<file path="config.mk">
export PLATFORM = sky130hd
export DESIGN_NAME = integral_ctrl_flat
export DESIGN_NICKNAME = d
export VERILOG_FILES = /design/src/rtl/integral_ctrl_if.sv /design/src/rtl/integral_ctrl.sv /design/src/flat_wrapper.sv
export SDC_FILE = /design/constraint.sdc
export NUM_CORES = 1
export LEC_CHECK = 0
export CAP_MARGIN = 20
export CORE_MARGIN = 1.5
export CORE_UTILIZATION = 50
export CTS_CLUSTER_DIAMETER = 200
export DETAILED_ROUTE_END_ITERATION = 10
export PLACE_DENSITY = 0.88
export SYNTH_ARGS = -nofsm -noshare
export SYNTH_HDL_FRONTEND = slang
export SYNTH_SLANG_ARGS = --single-unit
</file>
<file path="constraint.sdc">
create_clock -name clk -period 6.15 [get_ports clk]
set_input_delay 1.5375 -clock clk [delete_from_list [all_inputs] [get_ports clk]]
set_output_delay 1.5375 -clock clk [all_outputs]
set_load 0.005 [all_outputs]
</file>
<file path="src/rtl/integral_ctrl_if.sv">
// Handshake bundle between the integral controller, the FFT column buffer, the
// magnitude-squared datapath and the downstream sink.
interface integral_ctrl_if #(
  parameter int unsigned IDX_W = 11
);
  logic             start;
  logic [IDX_W-1:0] cfg_pairs;
  logic             abort;
  logic             buf_rdy;
  logic             buf_pop;
  logic             dp_valid;
  logic [IDX_W-1:0] dp_index_col_1;
  logic [IDX_W-1:0] dp_index_col_2;
  logic             dp_ready;
  logic [IDX_W-1:0] dp_out_index_col1;
  logic             sink_pop;
  logic             busy;
  logic             done;
  logic             aborted;
  logic             err;

  modport slave (
    input  start, cfg_pairs, abort, buf_rdy, dp_ready, dp_out_index_col1, sink_pop,
    output buf_pop, dp_valid, dp_index_col_1, dp_index_col_2, busy, done, aborted, err
  );

  modport master (
    output start, cfg_pairs, abort, buf_rdy, dp_ready, dp_out_index_col1, sink_pop,
    input  buf_pop, dp_valid, dp_index_col_1, dp_index_col_2, busy, done, aborted, err
  );
endinterface

</file>
<file path="src/rtl/integral_ctrl.sv">
// Credit-limited issue controller for column-pair integration frames.
// Optional returned-index checker enabled by INTEGRAL_CTRL_IDXCHK_EN.
module integral_ctrl #(
  parameter int unsigned MAX_INFLIGHT = 4,
  parameter int unsigned IDX_W        = 11
) (
  input logic             clk,
  input logic             rst_n,
  integral_ctrl_if.slave  bus
);
  localparam int unsigned CredW = $clog2(MAX_INFLIGHT + 1);
  localparam logic [CredW-1:0] CredMax = CredW'(MAX_INFLIGHT);

  typedef enum logic [1:0] {StIdle, StRun, StDrain, StDone} state_e;

  state_e           state_q, state_d;
  logic [IDX_W-1:0] pairs_q, pairs_d;
  logic [IDX_W:0]   issue_cnt_q, issue_cnt_d;
  logic [IDX_W:0]   ret_cnt_q, ret_cnt_d;
  logic [CredW-1:0] credits_q, credits_d;
  logic             aborted_q, aborted_d;
  logic             issue, ret, frame_start;
  logic [IDX_W-1:0] next_col1;

  assign frame_start = (state_q == StIdle) && bus.start;
  // The abort cycle itself must not issue.
  assign issue = (state_q == StRun) && bus.buf_rdy && (credits_q != '0) &&
                 (issue_cnt_q <= {1'b0, pairs_q}) && !bus.abort;
  assign ret   = bus.dp_ready && (state_q != StIdle);

  assign next_col1          = issue_cnt_q[IDX_W-1:0] << 1;
  assign bus.dp_valid       = issue;
  assign bus.buf_pop        = issue;
  assign bus.dp_index_col_1 = (state_q == StIdle) ? '0 : next_col1;
  assign bus.dp_index_col_2 = (state_q == StIdle) ? '0 : (next_col1 | IDX_W'(1));
  assign bus.busy           = (state_q == StRun) || (state_q == StDrain);
  assign bus.done           = (state_q == StDone);
  assign bus.aborted        = (state_q == StDone) && aborted_q;

  always_comb begin
    state_d     = state_q;
    pairs_d     = pairs_q;
    issue_cnt_d = issue_cnt_q;
    ret_cnt_d   = ret_cnt_q;
    credits_d   = credits_q;
    aborted_d   = aborted_q;

    // A pop in the same cycle as an issue hands the credit straight back.
    if (issue && !bus.sink_pop) begin
      credits_d = credits_q - 1'b1;
    end else if (!issue && bus.sink_pop && (credits_q != CredMax)) begin
      credits_d = credits_q + 1'b1;
    end
    if (issue) issue_cnt_d = issue_cnt_q + 1'b1;
    if (ret)   ret_cnt_d   = ret_cnt_q + 1'b1;

    unique case (state_q)
      StIdle: begin
        if (bus.start) begin
          state_d     = StRun;
          pairs_d     = bus.cfg_pairs;
          issue_cnt_d = '0;
          ret_cnt_d   = '0;
          credits_d   = CredMax;
          aborted_d   = 1'b0;
        end
      end
      StRun: begin
        if (bus.abort) begin
          state_d   = StDrain;
          aborted_d = 1'b1;
        end else if (issue && (issue_cnt_q == {1'b0, pairs_q})) begin
          state_d = StDrain;
        end
      end
      StDrain: begin
        if ((ret_cnt_q == issue_cnt_q) && (credits_q == CredMax)) state_d = StDone;
      end
      StDone:  state_d = StIdle;
      default: state_d = StIdle;
    endcase
  end

  always_ff @(posedge clk) begin
    if (!rst_n) begin
      state_q     <= StIdle;
      pairs_q     <= '0;
      issue_cnt_q <= '0;
      ret_cnt_q   <= '0;
      credits_q   <= CredMax;
      aborted_q   <= 1'b0;
    end else begin
      state_q     <= state_d;
      pairs_q     <= pairs_d;
      issue_cnt_q <= issue_cnt_d;
      ret_cnt_q   <= ret_cnt_d;
      credits_q   <= credits_d;
      aborted_q   <= aborted_d;
    end
  end

`ifdef INTEGRAL_CTRL_IDXCHK_EN
  localparam int unsigned PtrW = (MAX_INFLIGHT > 1) ? $clog2(MAX_INFLIGHT) : 1;

  logic [IDX_W-1:0] fifo_q [MAX_INFLIGHT];
  logic [PtrW-1:0]  wr_ptr_q, rd_ptr_q;
  logic [CredW-1:0] fill_q;
  logic             err_q, fifo_pop, mismatch;

  function automatic logic [PtrW-1:0] ptr_inc(input logic [PtrW-1:0] p);
    return (p == PtrW'(MAX_INFLIGHT - 1)) ? '0 : p + 1'b1;
  endfunction

  assign fifo_pop = ret && (fill_q != '0);
  assign mismatch = ret && ((fill_q == '0) || (fifo_q[rd_ptr_q] != bus.dp_out_index_col1));

  always_ff @(posedge clk) begin
    if (issue) fifo_q[wr_ptr_q] <= next_col1;
  end

  always_ff @(posedge clk) begin
    if (!rst_n || frame_start) begin
      wr_ptr_q <= '0;
      rd_ptr_q <= '0;
      fill_q   <= '0;
      err_q    <= 1'b0;
    end else begin
      if (issue)    wr_ptr_q <= ptr_inc(wr_ptr_q);
      if (fifo_pop) rd_ptr_q <= ptr_inc(rd_ptr_q);
      if (issue && !fifo_pop)      fill_q <= fill_q + 1'b1;
      else if (!issue && fifo_pop) fill_q <= fill_q - 1'b1;
      if (mismatch) err_q <= 1'b1;
    end
  end

  assign bus.err = err_q;
`else
  logic unused_ret_idx;
  assign unused_ret_idx = ^bus.dp_out_index_col1;
  assign bus.err        = 1'b0;
`endif
endmodule

</file>
<file path="src/flat_wrapper.sv">
// flat-port wrapper written by rule: the top's interface ports become plain ports
module integral_ctrl_flat 
#(
  parameter int unsigned MAX_INFLIGHT = 4,
  parameter int unsigned IDX_W        = 11
)
  (clk, rst_n, bus_start, bus_cfg_pairs, bus_abort, bus_buf_rdy, bus_dp_ready, bus_dp_out_index_col1, bus_sink_pop, bus_buf_pop, bus_dp_valid, bus_dp_index_col_1, bus_dp_index_col_2, bus_busy, bus_done, bus_aborted, bus_err);
  integral_ctrl_if #(.IDX_W(IDX_W)) bus_i ();
  input logic clk;
  input logic rst_n;
  input wire logic [$bits(bus_i.start)-1:0] bus_start;
  input wire logic [$bits(bus_i.cfg_pairs)-1:0] bus_cfg_pairs;
  input wire logic [$bits(bus_i.abort)-1:0] bus_abort;
  input wire logic [$bits(bus_i.buf_rdy)-1:0] bus_buf_rdy;
  input wire logic [$bits(bus_i.dp_ready)-1:0] bus_dp_ready;
  input wire logic [$bits(bus_i.dp_out_index_col1)-1:0] bus_dp_out_index_col1;
  input wire logic [$bits(bus_i.sink_pop)-1:0] bus_sink_pop;
  output wire logic [$bits(bus_i.buf_pop)-1:0] bus_buf_pop;
  output wire logic [$bits(bus_i.dp_valid)-1:0] bus_dp_valid;
  output wire logic [$bits(bus_i.dp_index_col_1)-1:0] bus_dp_index_col_1;
  output wire logic [$bits(bus_i.dp_index_col_2)-1:0] bus_dp_index_col_2;
  output wire logic [$bits(bus_i.busy)-1:0] bus_busy;
  output wire logic [$bits(bus_i.done)-1:0] bus_done;
  output wire logic [$bits(bus_i.aborted)-1:0] bus_aborted;
  output wire logic [$bits(bus_i.err)-1:0] bus_err;
  assign bus_i.start = bus_start;
  assign bus_i.cfg_pairs = bus_cfg_pairs;
  assign bus_i.abort = bus_abort;
  assign bus_i.buf_rdy = bus_buf_rdy;
  assign bus_i.dp_ready = bus_dp_ready;
  assign bus_i.dp_out_index_col1 = bus_dp_out_index_col1;
  assign bus_i.sink_pop = bus_sink_pop;
  assign bus_buf_pop = bus_i.buf_pop;
  assign bus_dp_valid = bus_i.dp_valid;
  assign bus_dp_index_col_1 = bus_i.dp_index_col_1;
  assign bus_dp_index_col_2 = bus_i.dp_index_col_2;
  assign bus_busy = bus_i.busy;
  assign bus_done = bus_i.done;
  assign bus_aborted = bus_i.aborted;
  assign bus_err = bus_i.err;
  integral_ctrl #(.MAX_INFLIGHT(MAX_INFLIGHT), .IDX_W(IDX_W)) u_core (.clk(clk), .rst_n(rst_n), .bus(bus_i));
endmodule
</file>
* Yosys cells after proc, flatten, opt, wreduce, memory -nomap -nowiden
Cells that the tools add are included.
Cells by class: magnitude comparators 1, eq/ne operators 11, divide/modulo/power cells 0, shift operators 0, bitwise operators 0, multiplexer cells 20, reductions and logical operators 22, multiply operators 0, add/subtract/negate cells 4
Operators with widths (count):
- 12-bit two-way mux | 6
- 12-bit by 1-bit adder with 12-bit output, second input constant | 2
- 11-bit two-way mux | 2
- 12-bit by 11-bit equality test with 1-bit output | 1
- 12-bit equality test | 1
- 12-bit by 11-bit <= comparator with 1-bit output | 1
- 3-bit two-way mux | 4
- 1-bit logical AND | 11
- 2-bit two-way mux | 4
- 2-bit one-hot mux with 4 select lines | 1
- 2-bit != test, second input constant | 3
- 3-bit != test, second input constant | 2
- 3-bit AND reduction | 2
- 2-bit equality test, second input constant | 2
- 2-bit nonzero test | 2
- 3-bit by 1-bit adder with 3-bit output, second input constant | 1
- 3-bit equality test, second input constant | 1
- 1-bit logical NOT | 3
- 3-bit nonzero test | 1
- 3-bit by 1-bit subtractor with 3-bit output, second input constant | 1
- 2-bit by 1-bit equality test with 1-bit output, second input constant | 1
- 2-bit logical NOT | 1
- 1-bit two-way mux | 2
- 1-bit one-hot mux with 2 select lines | 1
- other kinds (2) | 2
Word-level totals: output and inout bits 28, logic and storage cells 64, memory bits (writable) 0, memories kept 0, bits in read-only memories 0, register bits 41, latch bits 0, input bits 29

* Depth between registers and ports, before layout
depth in word-level cells 12, mapped depth 9, gate-level depth less buffers 8

* Worst setup path before layout
OpenSTA, ideal clock, no wires.
path kind in2out, start point in bus_abort, end point out bus_dp_valid, path slack 2278 ps, cell stages on the path 4, arrival time 2334 ps, path buffers 1, cell sequence nor2b_1 > nand3_1 > nor2_1 > buf_4
Between the ends: cells in the longest elaborated chain, start to end 2
Ends and longest elaborated chain:
- start, declared | RTL line flat_wrapper.sv:13 | input wire logic [$bits(bus_i.abort)-1:0] bus_abort;
- 1-bit logical NOT | RTL line integral_ctrl.sv:28 | (issue_cnt_q <= {1'b0, pairs_q}) && !bus.abort;
- 1-bit logical AND | RTL line integral_ctrl.sv:28
- end, declared | RTL line flat_wrapper.sv:19 | output wire logic [$bits(bus_i.dp_valid)-1:0] bus_dp_valid;
No other way between the ends.

* Worst setup path after layout
Ends and elaborated chain as after synthesis.

==> results_dict.tcl <==
set metrics [dict create \
    clk_path_buf_depth 2 \
    synthCells 325 \
    final_antenna_net_count 0 \
    powerDensity_nw_per_um2 281 \
    synth_most_common_cell "nand2_1" \
    layout_worst_path_cycle_share_pct 82.1 \
    max_stage_delay_ns 0.60 \
    synth_commonest_cells "nand2_1 (42), dfxtp_1 (41), nor2_1 (28)" \
    ys_ff_latch 41 \
    worstSetupEndpointType "output port" \
    worstPathArrival_ns 3.51 \
    grt_pass1_vias 2152 \
    async_flop_share_pct 0 \
    synth_top_area_share_pct 30.4 \
    netlist.top_cell.by_area "dfxtp_1" \
    cts_resized 0 \
    slew_violations 0 \
    synth_ff_type "dfxtp_1" \
    p_int_mw 0.543 \
    wirelength_um 6160 \
    tightest_slew_ns 0.798 \
    multi_input_area_um2 1640 \
    p_leak_nw 1.28 \
    viasPerCell 5.59 \
    dp_cells 413 \
    cts_hold_buffers 0 \
    antenna_found_initial 0 \
    hold_viol 0 \
    grt_max_degree 22 \
    globalplace.congestion 0.867 \
    hpwl_um 4370 \
    status "complete, no violations" \
    fin_nets 399 \
    worst-path-buf-inv 2 \
    finClkSkew_ns 0.00743 \
    fmax_mhz 198 \
    die_y_um 76.4 \
    crit_family "buffers and inverters" \
    regArea_um2 821 \
    die_w_um 76.4 \
    synth_edf_count 0 \
    grt_usage_pct 21.8 \
    cp.required_ns 4.61 \
    avgSynthCellArea_um2 8.30 \
    dr.pass1.iters 4 \
    rsz0062_at_grt "false" \
    die-area_um2 5840 \
    antennaDiodeCount 0 \
    hold_ws_ns 0.467 \
    crit_path_max_fanout 7 \
    core_area_um2 5140 \
    ys_seq_area_share_pct 30.4 \
    port_buffers 43 \
    worstPathCellList "clkdlybuf4s50_1 -> nor2b_1 -> nand3_1 -> nor2_1 -> clkdlybuf4s50_1" \
    reg2reg_slack_ns 3.55 \
    drt_iter0_drc 250 \
    vias 2347 \
    cts_made_buffers 5 \
    startpoint_type "input pin" \
    instances_no_fill 420 \
    grt_pass1_wl_um 10200 \
    p_sw_share_pct 38.6 \
    num_rows 26 \
    relSlewSlack_pct 46.7 \
    clk_latency_ns 0.30 \
    crit_path_top_delay_cell "clkdlybuf4s50_1" \
    path_clk_slew_ns 0.07 \
    path_class "input pin to output port" \
    setup_viol 0 \
    cts.sinks 41 \
    yosysWarnings 0 \
    drv_cap 0 \
    seqPwrFrac_pct 35.3 \
    switching_power_mw 0.342 \
    drc_errors 0 \
    synth_area_leaders "dfxtp_1 (30%), ha_1 (9.3%), nand2_1 (5.8%)" \
    initial_utilization_pct 52.5 \
    drive_above_1_share_pct 5.43 \
    pwr-share-comb_pct 40.3 \
    area_growth_pct 16.8 \
    synth_cell_type_count 52 \
    final_core_util_pct 61.3 \
    nFillCells 476 \
    clkPwrFrac_pct 24.5 \
    cpMostUsedCell "clkdlybuf4s50_1" \
    wl_per_cell_um 14.7 \
    period_minus_slack_ns 5.05 \
    setup_tns_ns 0 \
    cts_setup_buffers 0 \
    ioPinCount 57 \
    max-vdd-ir-drop_mv 0.234 \
    cts_tree "yes" \
    root_buffer "clkbuf_8" \
    synth_area_um2 2700 \
    hold_path_class "flop to flop" \
    htreeDepth 2 \
    overflow 0 \
]
-- metal layers --
metal	up-vias	global-route usage, %	routed length, µm
met5	-	0	0
met4	0	9.44	127
met3	11	5.15	386
met2	85	35.7	2880
met1	1088	27.3	2760
li1	1163	-	-
-- kinds of logic (layout without fill, tap and decap cells) --
| kind of cell | after synthesis | after routing | share of synthesized area, % |
|---|---|---|---|
| fa+ha+maj | 20 | 20 | 9.28 |
| flops | 41 | 41 | 30.4 |
| other cells | 1 | 2 | 0.139 |
| compound gates | 65 | 65 | 18.6 |
| xor+xnor | 23 | 23 | 7.47 |
| buf+inv | 44 | 68 | 8.86 |
| mux | 2 | 2 | 0.742 |
| simple gates | 129 | 129 | 24.5 |
-- sequential cells by signal (all words and copies together), names as in the netlist --
signal	cells
u_core.pairs_q	11
u_core.state_q	2
u_core.credits_q	3
u_core.issue_cnt_q	12
u_core.ret_cnt_q	12
u_core.aborted_q	1
-- final timing paths --
path                             startpoint                                to  cells after the start
min reg2reg  u_core.pairs_q[2]$_SDFFE_PN0P_    u_core.pairs_q[2]$_SDFFE_PN0P_                      2
min          u_core.pairs_q[2]$_SDFFE_PN0P_    u_core.pairs_q[2]$_SDFFE_PN0P_                      2
max                               bus_abort                      bus_dp_valid                      5
max reg2reg  u_core.state_q[0]$_SDFFE_PN0P_  u_core.issue_cnt_q[6]$_SDFF_PN0_                      6
-- per-stage QoR --
stage               cell area, µm²  setup slack [ns]  power [mW]
floorplan                     2700              2.28       0.586
global placement              3050              1.23       0.655
detailed placement            3050              1.19       0.668
CTS                           3150              1.14       0.883
global route                  3150             0.916       0.938
finish                        3150              1.10       0.885
-- layout by cell type, fill, tap and decap left out, types with 2 or more instances in the layout --
master	count
and2_1	3
xor2_1	18
o41ai_1	3
ha_1	20
inv_1	18
mux2i_1	2
clkbuf_8	5
o31ai_1	2
a31o_1	5
dfxtp_1	41
or3_1	2
nand2_1	42
nand2b_1	4
conb_1	2
a21o_1	3
nand3_1	9
nor4_1	2
a211oi_2	2
a21oi_1	8
nor2_1	28
a31oi_1	5
o311ai_1	3
xnor2_1	5
a211oi_1	3
and3_1	12
nor3_1	3
nand4_1	6
nor2b_1	12
o21ai_0	6
o211ai_1	2
clkdlybuf4s50_1	43
a21boi_0	12
-- layout make-up --
class | instances | area share, %
timing repair buffer | 43 | 13.7
inverter | 18 | 2.14
multi-input combinational | 241 | 52.1
clock buffer | 5 | 2.18
clock inverter | 2 | 1.11
tap | 70 | 2.78
sequential | 41 | 26.1
-- power by group through the flow --
stage,clock network [mW],registers (mW),logic (mW)
floorplan,0,0.313,0.274
global placement,0,0.316,0.338
detailed placement,0,0.318,0.350
CTS,0.218,0.312,0.354
global route,0.228,0.316,0.394
finish,0.216,0.312,0.356
-- worst min-delay path: stages, from the launching register on --
cell      delay (ns)
dfxtp_1         0.31
nand2_1         0.05
a21boi_0        0.06
(Power assumes the default switching activity.)
